[config.mk]
export PLATFORM = sky130hd
export DESIGN_NAME = pipe_hazard_ctrl
export DESIGN_NICKNAME = d
export VERILOG_FILES = /design/src/rtl/pipe_ctrl_pkg.sv /design/src/rtl/hazard_detect.sv /design/src/rtl/pipe_hazard_ctrl.sv
export SDC_FILE = /design/constraint.sdc
export NUM_CORES = 1
export LEC_CHECK = 0
export BUFFER_PORTS_ARGS = -buffer_cell sky130_fd_sc_hd__buf_2
export CAP_MARGIN = 5
export CELL_PAD_IN_SITES_DETAIL_PLACEMENT = 1
export CELL_PAD_IN_SITES_GLOBAL_PLACEMENT = 1
export CORE_AREA = 2 2 87 89
export CTS_CLUSTER_DIAMETER = 80
export CTS_CLUSTER_SIZE = 10
export DETAILED_ROUTE_END_ITERATION = 7
export DIE_AREA = 0 0 89 91
export PLACE_DENSITY = 0.88
export SYNTH_ARGS = -nofsm -noshare
export SYNTH_HDL_FRONTEND = slang
export SYNTH_SLANG_ARGS = --single-unit
[constraint.sdc]
create_clock -name clk -period 3.4 [get_ports clk]
set_clock_uncertainty 0.15 [all_clocks]
set_input_delay 0.68 -clock clk [delete_from_list [all_inputs] [get_ports clk]]
set_output_delay 0.68 -clock clk [all_outputs]
set_load 0.05 [all_outputs]
[src/rtl/pipe_ctrl_pkg.sv]
// Shared encodings and defaults for the pipeline hazard/exception controller.
package pipe_ctrl_pkg;

  typedef enum logic [1:0] {
    PCSEL_SEQ = 2'b00,
    PCSEL_BR  = 2'b01,
    PCSEL_EXC = 2'b10,
    PCSEL_EPC = 2'b11
  } pc_sel_e;

  typedef enum logic {
    RUN     = 1'b0,
    MC_WAIT = 1'b1
  } state_e;

  localparam int unsigned VEC_NONE         = 0;
  localparam logic [31:0] EXC_BASE_DEFAULT = 32'h0000_0080;

endpackage

[src/rtl/hazard_detect.sv]
// Load-use comparator: the load in EX writes a register the ID instruction reads.
module hazard_detect (
  input  logic       ex_memread,
  input  logic [4:0] ex_rd,
  input  logic [4:0] id_rs,
  input  logic [4:0] id_rt,
  output logic       load_use_c
);

  localparam int unsigned REG_W = 5;

  assign load_use_c = ex_memread && (ex_rd != REG_W'(0)) &&
                      ((ex_rd == id_rs) || (ex_rd == id_rt));

endmodule

[src/rtl/pipe_hazard_ctrl.sv]
// Pipeline control for the 5-stage core: stall/flush steering, multi-cycle EX
// sequencing and EPC/cause ownership for exception entry and eret.
module pipe_hazard_ctrl
  import pipe_ctrl_pkg::*;
#(
  parameter int unsigned       XLEN     = 32,
  parameter int unsigned       VEC_W    = 5,
  parameter logic [XLEN-1:0]   EXC_BASE = XLEN'(EXC_BASE_DEFAULT),
  parameter int unsigned       MC_LAT   = 4
) (
  input  logic             clk,
  input  logic             reset,
  input  logic [4:0]       id_rs,
  input  logic [4:0]       id_rt,
  input  logic             ex_memread,
  input  logic [4:0]       ex_rd,
  input  logic             ex_branch_taken,
  input  logic             ex_mc_start,
  input  logic [VEC_W-1:0] mem_vector,
  input  logic [XLEN-1:0]  mem_pc,
  input  logic             mem_eret,
  output logic             pc_write,
  output logic             if_id_write,
  output logic             id_ex_write,
  output logic             if_flush,
  output logic             id_flush,
  output logic             ex_flush,
  output logic [1:0]       pc_sel,
  output logic [XLEN-1:0]  exc_target,
  output logic [XLEN-1:0]  epc,
  output logic [VEC_W-1:0] cause,
  output logic             exc_active,
  output logic             exc_overflow
);

  localparam int unsigned     CNT_W    = $clog2(MC_LAT);
  localparam logic [CNT_W-1:0] CNT_INIT = CNT_W'(MC_LAT - 2);

  state_e           state;
  logic [CNT_W-1:0] cnt;

  logic vec_hit;
  logic exc_take;
  logic exc_nested;
  logic eret_take;
  logic mc_stall;
  logic load_use_c;

  hazard_detect u_hazard_detect (
    .ex_memread (ex_memread),
    .ex_rd      (ex_rd),
    .id_rs      (id_rs),
    .id_rt      (id_rt),
    .load_use_c (load_use_c)
  );

  assign vec_hit    = (mem_vector != VEC_W'(VEC_NONE));
  assign exc_take   = vec_hit && !exc_active;
  assign exc_nested = vec_hit && exc_active;
  assign eret_take  = mem_eret && exc_active;
  // Entering cycle stalls as well as every waiting cycle with cnt still nonzero.
  assign mc_stall   = ((state == RUN) && ex_mc_start) ||
                      ((state == MC_WAIT) && (cnt != CNT_W'(0)));

  // Steering decode, highest priority first.
  always_comb begin
    pc_write    = 1'b1;
    if_id_write = 1'b1;
    id_ex_write = 1'b1;
    if_flush    = 1'b0;
    id_flush    = 1'b0;
    ex_flush    = 1'b0;
    pc_sel      = PCSEL_SEQ;
    if (reset) begin
      pc_write    = 1'b0;
      if_id_write = 1'b0;
      id_ex_write = 1'b0;
      if_flush    = 1'b1;
      id_flush    = 1'b1;
      ex_flush    = 1'b1;
    end else if (exc_take) begin
      if_flush = 1'b1;
      id_flush = 1'b1;
      ex_flush = 1'b1;
      pc_sel   = PCSEL_EXC;
    end else if (eret_take) begin
      if_flush = 1'b1;
      id_flush = 1'b1;
      ex_flush = 1'b1;
      pc_sel   = PCSEL_EPC;
    end else if (mc_stall) begin
      pc_write    = 1'b0;
      if_id_write = 1'b0;
      id_ex_write = 1'b0;
      ex_flush    = 1'b1;
    end else if (ex_branch_taken) begin
      if_flush = 1'b1;
      id_flush = 1'b1;
      pc_sel   = PCSEL_BR;
    end else if (load_use_c) begin
      pc_write    = 1'b0;
      if_id_write = 1'b0;
      id_flush    = 1'b1;
    end
  end

  assign exc_target = (reset || (pc_sel == PCSEL_EXC)) ? EXC_BASE : epc;

  // Exception registers and multi-cycle sequencer; exception entry aborts MC_WAIT.
  always_ff @(posedge clk or posedge reset) begin
    if (reset) begin
      state        <= RUN;
      cnt          <= CNT_W'(0);
      epc          <= XLEN'(0);
      cause        <= VEC_W'(0);
      exc_active   <= 1'b0;
      exc_overflow <= 1'b0;
    end else begin
      if (exc_nested) begin
        exc_overflow <= 1'b1;
      end
      if (exc_take) begin
        epc        <= mem_pc;
        cause      <= mem_vector;
        exc_active <= 1'b1;
        state      <= RUN;
      end else if (eret_take) begin
        exc_active   <= 1'b0;
        exc_overflow <= 1'b0;
      end else begin
        case (state)
          RUN: begin
            if (ex_mc_start) begin
              cnt   <= CNT_INIT;
              state <= MC_WAIT;
            end
          end
          MC_WAIT: begin
            if (cnt != CNT_W'(0)) begin
              cnt <= cnt - CNT_W'(1);
            end else begin
              state <= RUN;
            end
          end
          default: state <= RUN;
        endcase
      end
    end
  end

endmodule
* Word-level counts from Yosys, hierarchy flattened
Cells that the tools add are included.
** Word-level totals
- Register bits :: 42
- Output and inout port bits :: 79
- Logic and storage cells :: 76
** Operators by class
- Add/sub/neg operators :: 1
- Eq/ne operators :: 6
- Multiplexer cells :: 44
- Bitwise operators :: 3
- Reductions and logical operators :: 16
** Operator list (number)
- 1-bit two-way mux :: 36
- 32-bit two-way mux :: 1
- 5-bit == test :: 2
- 2-bit two-way mux :: 5
- 5-bit nonzero test :: 2
- 1-bit logical AND :: 7
- 2-bit inequality test (second input constant) :: 2
- 2-bit case mux with 2 select lines :: 1
- 4-bit AND reduction :: 1
- 2-bit nonzero test :: 2
- 1-bit logical OR :: 3
- 1-bit inverter :: 3
- 2-bit == test (second input constant) :: 1
- 2-bit by 1-bit inequality test with 1-bit output (second input constant) :: 1
- 1-bit case mux with 2 select lines :: 1
- 2-bit by 1-bit subtractor with 2-bit output (second input constant) :: 1
- 1-bit logical NOT :: 1

* Longest topological paths before layout
- Depth in word-level cells :: 10
- Depth in mapped cells :: 6
- Mapped depth without buffers :: 6

* Cells and area by module
From an unflattened synthesis, not the netlist that was laid out.
** Second synthesis, totals
- Cell total of the unflattened synthesis :: 172
- Area total of the unflattened synthesis :: 2059.5 um^2
** Modules (own cells, without submodules)
- pipe_hazard_ctrl :: instances 1, cells an instance 155, area an instance 1934.4 um^2, sequential area each 1051.0 um^2
- hazard_detect :: instances 1, cells an instance 17, area an instance 125.1 um^2, sequential area each 0.0 um^2

* Worst setup path after synthesis
No wires, ideal clock.
- Path type :: input to output
- From :: input port reset
- To :: output port pc_write
- Data arrival time :: 2.410 ns
- Required time :: 2.570 ns
- Path slack :: 0.160 ns
- Cell stages on the path :: 3
- Buffers on the path :: 1
- Cells stage by stage :: inv_1 -> o221a_2 -> buf_4
** On the way
- Cells in the longest elaborated chain, start to end :: 1
** Ends and longest elaborated chain
- start, declared :: line pipe_hazard_ctrl.sv:12 : input logic reset,
- 1-bit two-way mux
- end, declared :: line pipe_hazard_ctrl.sv:22 : output logic pc_write,
Every way passes these cells.

* Worst setup path in the final report
- From :: input port mem_vector[0]
- To :: output port if_id_write
** On the way
- Cells in the longest elaborated chain, start to end :: 4
** Ends and longest elaborated chain
- start, declared :: line pipe_hazard_ctrl.sv:19 : input logic [VEC_W-1:0] mem_vector,
- 5-bit nonzero test :: line pipe_hazard_ctrl.sv:57 : assign vec_hit = (mem_vector != VEC_W'(VEC_NONE));
- 1-bit logical AND :: line pipe_hazard_ctrl.sv:58 : assign exc_take = vec_hit && !exc_active;
- 1-bit two-way mux :: line pipe_hazard_ctrl.sv:81 : end else if (exc_take) begin
- 1-bit two-way mux :: line pipe_hazard_ctrl.sv:74 : if (reset) begin
- end, declared :: line pipe_hazard_ctrl.sv:23 : output logic if_id_write,
Every way passes these cells.

==> impl_results.md <==
- Status: completed
- Root Buffer: clkbuf_8
- Xor/xnor share of the synthesized area: approximately 4.2%
- Initial DRC count: 29
- Final min period: 2.999 ns
- Compound-gate portion of the synthesized area: 5.794%
- Max clock buf depth: 2
- Post-synth EDFFs: 0
- Final nets: 373
- Seq/Total Area, Yosys: a little over 50%
- Most frequent cell on the critical path: buf_2
- Worst-skew pair later-pin latency: 0.28 ns
- Hold path start: exc_overflow
- Vias per inst: 4.432
- I/O pins: 137
- Buffers & Inverters on Critical Path: 2
- Post-Layout Cell Count: 414
- CP Cell Sequence: buf_2 > nor3_4 > a21oi_1 > or3_1 > o221a_2 > buf_2
- Max Freq: 0.3335 GHz
- Hold WC Path Type: reg2reg
- Final Slew Violations: 0
- DP HPWL: 4747 µm
- Core Region: between 7000 and 8000 µm²
- DR top layer: met4
- Final setup vio count: 0
- Post-DP Area: 2874 µm²
- Count of max-cap constraint violations: 0
- WL final: slightly below 6000 µm
- Clk sink count: 42
- Register area: 1051 µm²
- Final period util: between 80% and 90%
- Crit path largest cell delay: 0.39 ns
- M1 wire length: 2341 µm
- WL/cell: 14.41 µm
- Placed insts: between 400 and 500
- Avg Inst Size Synth: roughly 12 µm²
- Antenna violations before repair: 0
- Worst r2r dst: cnt[0]
- Met2 WL: about 3300 µm
- RSZ-0062 raised after global routing: no
- Hold endpoint: exc_overflow
- Leak: 1.511 nW
- Cts-stage hold buffer count: 0
- Port bufs: between 100 and 150
- Post-synthesis register bit count: 42
- CTS HTree Levels: 2
- Met3 WL: between 300 and 400 µm
- Worst path required time: 2.57 ns
- CP endpoint kind: output pin
- Dpl ws: 0.4107 ns
- Total gr overflow: 0
- DIE HEIGHT: ~91 µm
- Crit Path Class: in2out
- Top_reg_cell synth: dfrtp_1
- Multiplexer share of the synthesized area: about a fifth
- Hold Vio Cnt, Final: 0
- Setup crit start kind: primary input
- Largest net degree at the start of global routing: 34
- Die area: just over 8000 µm²
- Hold WS: roughly 0.34 ns
- Routability congestion estimate: 0.7991
- Largest family of logic cells by synthesized area: multiplexers
- Multi-input logic area: roughly 950 µm²
- Die width: 89 µm
- Highest-delay cell along the critical path: or3_1
- Worst Hold Depth: 2
- Final core occ: between 40% and 50%
- Setup TNS: 0 ns
- Layout cells sized above 1: 60.32%
- Synthesized netlist net count: 233
- Worst slew pin tran: 0.5054 ns
- Maximum fanout along the worst path: 6
- Critical Path AT: 2.17 ns
- Fin area: slightly below 3000 µm²
- Simple-gate share of the synthesized area: 15.39%
- Post-synthesis instance total: 174
- Total number of vias: 1,835
- DRC Markers: 0
- Synth unique cells: 33
- Area growth from synthesis to layout: 43.75%
- Number of gates resized after cts: 0
- Layout filler cell count: roughly 870
- TritonCTS Buffers: 5
- Yosys warnings: 0
- R2R depth: 4
- ANT cells: 0
- Pre-Repair DR Iteration Count: 4
- # rows: 31
- Peak supply drop: 0.2695 mV
- Pwr dens: 614.9 nW/µm²
- Setup repair bufs after CTS: 0
- Worst slew margin: between 60% and 70%
- Setup WS post-layout: 0.4013 ns
- Clock transition at path regs: 0.07 ns
- Startpoint of the worst-slack reg-to-reg timing path: exc_active
- Fraction of registers with async set/reset: 100.0%
- Initial Util: 29.05%
- Power Total: 1.833 mW
- Mapped cell area: 2073 µm²
- Vias in the first global route: 2,045
- First-pass GRT wire length: ~9600 µm
- Tot GR Track Use: about 15%
- CTS tree: done
- R2R Setup Slk: 1.69 ns
- Synth Area in Adders: 0.6035%
- Antenna-violating nets left: 0
- CP top delay family: simple AND/OR/NAND/NOR gates
==> cells in the mapped netlist (2+ instances only) <==
master	instances	share of area, %
xor2_1	10	4.2
nor2_1	7	1.3
nor3_1	2	0.48
and2_1	32	9.7
buf_2	2	0.48
nand2_1	4	0.72
dfrtp_1	42	51
a21oi_1	3	0.72
mux2_2	36	20
buf_6	2	1.1
o21ai_0	3	0.72
inv_1	7	1.3
clkbuf_1	3	0.54
or3_1	2	0.60
==> per-layer routing <==
layer	up-vias	GRT usage (%)
met1	895	16.82
met4	0	4.229
met3	6	3.545
met5	-	0
met2	67	27.99
li1	867	-
==> worst reg2reg max path, cell delays in order (launching register included) <==
cell and delay, ns:
dfrtp_1 0.48, nor3_2 0.22, a21oi_1 0.18, or4b_1 0.49
o21ai_0 0.09
==> cell families after synthesis <==
| family | Yosys count |
|---|---|
| AOI/OAI and AO/OA | 17 |
| adders and majority gates | 1 |
| xor gates and xnor gates | 10 |
| buffers and inverters | 15 |
| muxes | 36 |
| DFF | 42 |
| and+or+nand+nor | 53 |
==> flip-flops by register name (all words and copies together), names as in the netlist <==
register	cells
exc_overflow	1
cnt	2
exc_active	1
cause	5
state	1
epc	32
==> how the worst max path moves through the flow <==
stage | start | endpoint | slack [ns] | cells past startpoint
final | mem_vector[0] | if_id_write | 0.40 | 6
after global routing | mem_vector[0] | pc_sel[0] | 0.28 | 7
after CTS | mem_vector[0] | if_id_write | 0.39 | 6
after detailed placement | mem_vector[0] | if_id_write | 0.41 | 6
after global placement | mem_vector[0] | if_id_write | 0.46 | 6
after floorplan | reset | pc_write | 0.16 | 3
==> layout by cell type, fill, tap and decap left out, drive strengths merged <==
cell type / Yosys / final
nor2: 7 / 7
o22ai: 1 / 1
a21o: 1 / 1
nor3: 4 / 4
o211ai: 1 / 1
xor2: 10 / 10
bufinv: 0 / 1
a22oi: 1 / 1
mux2: 36 / 36
a2111oi: 1 / 1
buf: 5 / 141
o221a: 1 / 1
o21ai: 4 / 4
or4: 1 / 1
nor2b: 1 / 1
a31oi: 1 / 1
a21oi: 4 / 4
or4b: 1 / 1
a21boi: 1 / 1
nand3: 1 / 1
or3: 2 / 2
dfrtp: 42 / 42
clkbuf: 3 / 7
nand2: 4 / 4
and2: 32 / 32
o21a: 1 / 1
ha: 1 / 1
inv: 7 / 7
==> where the power goes <==
group	internal (mW)	switching [mW]
Sequential	0.586	0.0566
Combinational	0.217	0.587
Clock	0.220	0.166
==> final cells by class <==
cell class | count | area share, %
Sequential cell | 42 | 35.26
Clock buffer | 7 | 2.561
Tap cell | 99 | 4.156
Inverter | 7 | 0.8816
Multi-Input combinational cell | 117 | 32.03
Timing Repair Buffer | 141 | 24.10
Clock inverter | 1 | 1.008
(Power assumes the default switching activity.)
